File: src/rtl/uart_tx_queue.sv
// rtl/uart_tx_queue.sv - byte FIFO that feeds a UART one launch pulse at a time
module uart_tx_queue #(
    parameter int DEPTH         = 16,
    parameter int START_TIMEOUT = 4
) (
    input  logic                    clk,
    input  logic                    rst,
    input  logic                    wr_en,
    input  logic [7:0]              wr_data,
    input  logic                    clr_ovf,
    input  logic                    is_transmitting,
    output logic [7:0]              tx_byte,
    output logic                    transmit,
    output logic                    full,
    output logic                    empty,
    output logic [$clog2(DEPTH):0]  count,
    output logic                    overflow,
    output logic                    busy
);

    localparam int AW = $clog2(DEPTH);
    localparam int CW = AW + 1;
    localparam int TW = $clog2(START_TIMEOUT + 1);

    typedef enum logic [1:0] {
        IDLE,
        LAUNCH,
        WAIT_START,
        WAIT_DONE
    } state_t;

    state_t          state;
    state_t          state_nxt;
    logic [7:0]      mem [DEPTH];
    logic [AW-1:0]   wr_ptr;
    logic [AW-1:0]   rd_ptr;
    logic [TW-1:0]   tcnt;
    logic            pop;
    logic            push_ok;
    logic            drop;

    assign full  = (count == CW'(DEPTH));
    assign empty = (count == '0);
    assign busy  = (state != IDLE);

    // A pop frees a slot in the same edge, so a full queue still accepts a coincident push.
    assign push_ok = wr_en && (!full || pop);
    assign drop    = wr_en && full && !pop;

    always_comb begin
        state_nxt = state;
        pop       = 1'b0;
        case (state)
            IDLE: begin
                if (!empty && !is_transmitting) begin
                    pop       = 1'b1;
                    state_nxt = LAUNCH;
                end
            end
            LAUNCH: state_nxt = WAIT_START;
            WAIT_START: begin
                if (is_transmitting) begin
                    state_nxt = WAIT_DONE;
                end else if (tcnt == TW'(START_TIMEOUT - 1)) begin
                    // UART never acknowledged; the byte is treated as sent.
                    state_nxt = IDLE;
                end
            end
            WAIT_DONE: begin
                if (!is_transmitting) begin
                    state_nxt = IDLE;
                end
            end
            default: state_nxt = IDLE;
        endcase
    end

    always_ff @(posedge clk) begin
        if (!rst && push_ok) begin
            mem[wr_ptr] <= wr_data;
        end
    end

    always_ff @(posedge clk) begin
        if (rst) begin
            state    <= IDLE;
            wr_ptr   <= '0;
            rd_ptr   <= '0;
            count    <= '0;
            overflow <= 1'b0;
            transmit <= 1'b0;
            tx_byte  <= 8'h00;
            tcnt     <= '0;
        end else begin
            state    <= state_nxt;
            transmit <= pop;
            if (pop) begin
                tx_byte <= mem[rd_ptr];
                rd_ptr  <= rd_ptr + AW'(1);
            end
            if (push_ok) begin
                wr_ptr <= wr_ptr + AW'(1);
            end
            case ({push_ok, pop})
                2'b10:   count <= count + CW'(1);
                2'b01:   count <= count - CW'(1);
                default: count <= count;
            endcase
            if (drop) begin
                overflow <= 1'b1;
            end else if (clr_ovf) begin
                overflow <= 1'b0;
            end
            if (state == LAUNCH) begin
                tcnt <= '0;
            end else if (state == WAIT_START && !is_transmitting) begin
                tcnt <= tcnt + TW'(1);
            end
        end
    end

endmodule

File: config.mk
export PLATFORM = sky130hd
export DESIGN_NAME = uart_tx_queue
export DESIGN_NICKNAME = d
export VERILOG_FILES = /design/src/rtl/uart_tx_queue.sv
export SDC_FILE = /design/constraint.sdc
export NUM_CORES = 1
export LEC_CHECK = 0
export CAP_MARGIN = 20
export CORE_MARGIN = 2
export CORE_UTILIZATION = 60
export CTS_BUF_LIST = sky130_fd_sc_hd__clkbuf_8
export DETAILED_ROUTE_END_ITERATION = 8
export GPL_TIMING_DRIVEN = 0
export HOLD_SLACK_MARGIN = 0.12
export MAX_ROUTING_LAYER = met4
export PLACE_DENSITY = 0.85
export SYNTH_ARGS = -nofsm -noshare
export SYNTH_HDL_FRONTEND = slang
export SYNTH_SLANG_ARGS = --single-unit
File: constraint.sdc
create_clock -name clk -period 2.95 [get_ports clk]
set_input_delay 0.4425 -clock clk [delete_from_list [all_inputs] [get_ports clk]]
set_output_delay 0.4425 -clock clk [all_outputs]
set_load 0.005 [all_outputs]
==> results.json <==
{
  "place_inst": 549,
  "fin_ws_ns": 0.1090,
  "clk_latency_ns": 0.45,
  "irDropWorstVdd_mv": 0.5747,
  "cts_buffer_depth": 2,
  "reg2reg_depth": 5,
  "hold_viol": 0,
  "cts_num_sinks": 156,
  "dp_slack_ns": -0.4144,
  "critPathCaptureType": "flop",
  "io_pins": 31,
  "maxSlewHeadroom_pct": 41.67,
  "maxCapViolCount": 0,
  "fin_crit_sh_pct": 96.31,
  "hold_path_end": "overflow$_SDFFE_PP0P_",
  "globalplace.congestion": 0.8129,
  "fmax_mhz": 352.0,
  "nets": 454,
  "tightest_slew_ns": 0.8718,
  "coreArea_mm2": 0.01023,
  "drc_errors": 0,
  "critPathRequiredTime_ns": 3.03,
  "holdBufCountCts": 0,
  "min_period_ns": 2.841,
  "synth_edf_count": 128,
  "setup_violations": 0,
  "path_class": "primary input to flop",
  "dp_hpwl_mm": 8.181,
  "power.density_mw_per_mm2": 767.3,
  "seq_area_mm2": 0.004404,
  "crit_buf_inv": 1,
  "dieHeight_um": 106.2,
  "dieArea_mm2": 0.01127,
  "grt_pass1_wl_mm": 18.98,
  "syn_nets": 405,
  "syn_inst": 383,
  "slowest_stage": "nor2_1",
  "vias": 3552,
  "syn_area_per_cell_um2": 16.35,
  "grt_use_total_pct": 24.04,
  "status": "finished clean",
  "drt_iter0_drc": 261,
  "cp.arrival_ns": 2.92,
  "antenna_found_initial": 0,
  "holdWs_ns": 0.4773,
  "dpl_cell_area_mm2": 0.006731,
  "regToRegStartpoint": "state[1]$_SDFFE_PP0P_",
  "leakage_nw": 2.333,
  "overflow": 0,
  "min_from": "overflow$_SDFFE_PP0P_",
  "min_path_type": "flop to flop",
  "wl_per_cell_um": 21.14,
  "path_cells": "clkdlybuf4s50_1, or3_2, a31oi_2, nand2_1, nor2_1",
  "fin_skew_ns": 0.01898,
  "fp-row-count": 37,
  "ys_seq_area_share_pct": 70.34,
  "cts-buffers-inserted": 17,
  "cp_slowest_stage_delay_ns": 0.70,
  "grt_max_degree": 17,
  "synth-seq-cells": 156,
  "diodes": 0,
  "yosys_warnings": 0,
  "reg2reg_to": "mem[11][2]$_DFFE_PP_",
  "maxSlewViolCount": 0,
  "syn_area_mm2": 0.006261,
  "clockRootBuffer": "clkbuf_8",
  "ys_types": 37,
  "ys.flop_type": "edfxtp_1",
  "design_area_mm2": 0.007144,
  "drtPass1Iterations": 5,
  "cts_tree": "done",
  "whs_path_depth": 2,
  "layout-drive-gt1-share_pct": 17.75,
  "rrSetupSlack_ns": 0.13,
  "area_growth_pct": 14.11,
  "fillers": 650,
  "clkTransAtPathRegs_ns": 0.09,
  "rsz0062_at_grt": "yes",
  "critPathTopFamily": "simple AND/OR/NAND/NOR gates",
  "ant_nets": 0,
  "wl_mm": 12.28,
  "io_buffer_count": 30,
  "die_x_um": 106.2,
  "worst-path-max-fanout": 8,
  "fin_util_pct": 69.83,
  "grt_pass1_vias": 3550,
  "critPathLaunchType": "primary input",
  "multiInputGateArea_mm2": 0.001743,
  "instances_no_fill": 581,
  "async_flop_share_pct": 0,
  "start_util_pct": 61.20,
  "cts_htree_levels": 4,
  "viasPerCell": 6.114
}
## logic make-up after synthesis
logic type | share of synthesized area [%]
xor gates and xnor gates | 1.259
and+or+nand+nor | 6.595
adders and majority gates | 1.799
muxes | 12.31
DFF | 70.34
AOI/OAI and AO/OA | 5.795
buffers and inverters | 1.899
## final cells by class
type | count | share of cell area [%]
Tap cell | 136 | 2.382
Inverter | 8 | 0.4203
Clock inverter | 15 | 2.434
Clock buffer | 17 | 3.275
Multi-Input combinational cell | 200 | 24.40
Sequential cell | 156 | 61.65
Timing Repair Buffer | 30 | 4.203
Buffer | 19 | 1.243
## state kept, by name (all words and copies together), names as in the netlist
register,count
wr_ptr,4
count,5
tx_byte,8
overflow,1
transmit,1
state,2
mem,128
tcnt,3
rd_ptr,4
## per-layer routing
layer / up-vias / GRT usage (%) / routed length [um]
li1: 1578 / - / -
met4: 0 / 10.15 / 371
met5: - / - / 0
met2: 143 / 38.69 / 6258
met3: 30 / 4.966 / 711
met1: 1801 / 30.15 / 4940
## cell usage after synthesis (4+ instances only)
master | instances | area, um2
edfxtp_1 | 128 | 3844
nor2_1 | 53 | 198.9
mux4_2 | 32 | 720.7
a21oi_1 | 28 | 140.1
dfxtp_1 | 28 | 560.5
a22oi_1 | 16 | 120.1
nand2_1 | 13 | 48.80
ha_1 | 9 | 112.6
buf_2 | 8 | 40.04
clkbuf_1 | 8 | 30.03
inv_1 | 8 | 30.03
mux2i_1 | 5 | 50.05
xor2_1 | 5 | 43.79
nand2b_1 | 4 | 25.02
xnor2_1 | 4 | 35.03
## timing repair
action	4_1_cts	5_1_grt
endpoints found under the setup margin	0	16
setup buffers	0	0
resized for setup	0	2
## power breakdown
group	switching, mW	internal, mW
clock network	0.786	0.837
registers	0.0918	2.49
logic	0.656	0.619
## worst max path at each step
stage	start	slack, ns	depth (start not counted)	to
3_3_place_gp	is_transmitting	-0.28	5	mem[11][2]$_DFFE_PP_
3_5_place_dp	is_transmitting	-0.41	5	mem[8][5]$_DFFE_PP_
4_1_cts	state[1]$_SDFFE_PP0P_	0.06	5	mem[8][0]$_DFFE_PP_
5_1_grt	is_transmitting	-0.01	5	mem[3][3]$_DFFE_PP_
2_1_floorplan	is_transmitting	0.65	8	count[4]$_SDFFE_PP0P_
6_report	is_transmitting	0.11	5	mem[11][2]$_DFFE_PP_
## worst register-to-register path: cells and delay by family, from the launching register on
kind,cells,cell delay [ns]
buffers and inverters,1,0.17
DFF,1,0.32
AOI/OAI and AO/OA,1,0.44
and+or+nand+nor,3,1.51
## per-stage QoR
| step | total power [mW] | setup TNS [ns] |
|---|---|---|
| 5_1_grt | 5.722 | -0.07114 |
| 4_1_cts | 5.500 | 0 |
| 3_5_place_dp | 3.905 | -35.50 |
| 2_1_floorplan | 3.448 | 0 |
| 6_report | 5.482 | 0 |
| 3_3_place_gp | 3.842 | -23.01 |
## cell usage in the layout, fill, tap and decap left out, types with 2 or more instances in the layout
master and instances:
a21oi_1 28, a22oi_1 16, a31oi_2 2, buf_1 2, buf_2 8, bufinv_16 3
clkbuf_1 8, clkbuf_8 17, clkdlybuf4s50_1 30, clkinv_4 4, dfxtp_1 28, edfxtp_1 128
ha_1 9, inv_1 11, inv_6 3, mux2i_1 5, mux4_2 32, nand2_1 13
nand2b_1 4, nand3_1 3, nand3b_1 2, nor2_1 51, nor2_2 2, nor2b_1 3
o21a_1 2, o21ai_0 3, or3_1 2, or4_1 2, xnor2_1 4, xor2_1 5
Note: power is estimated with default switching activity, not from simulation.
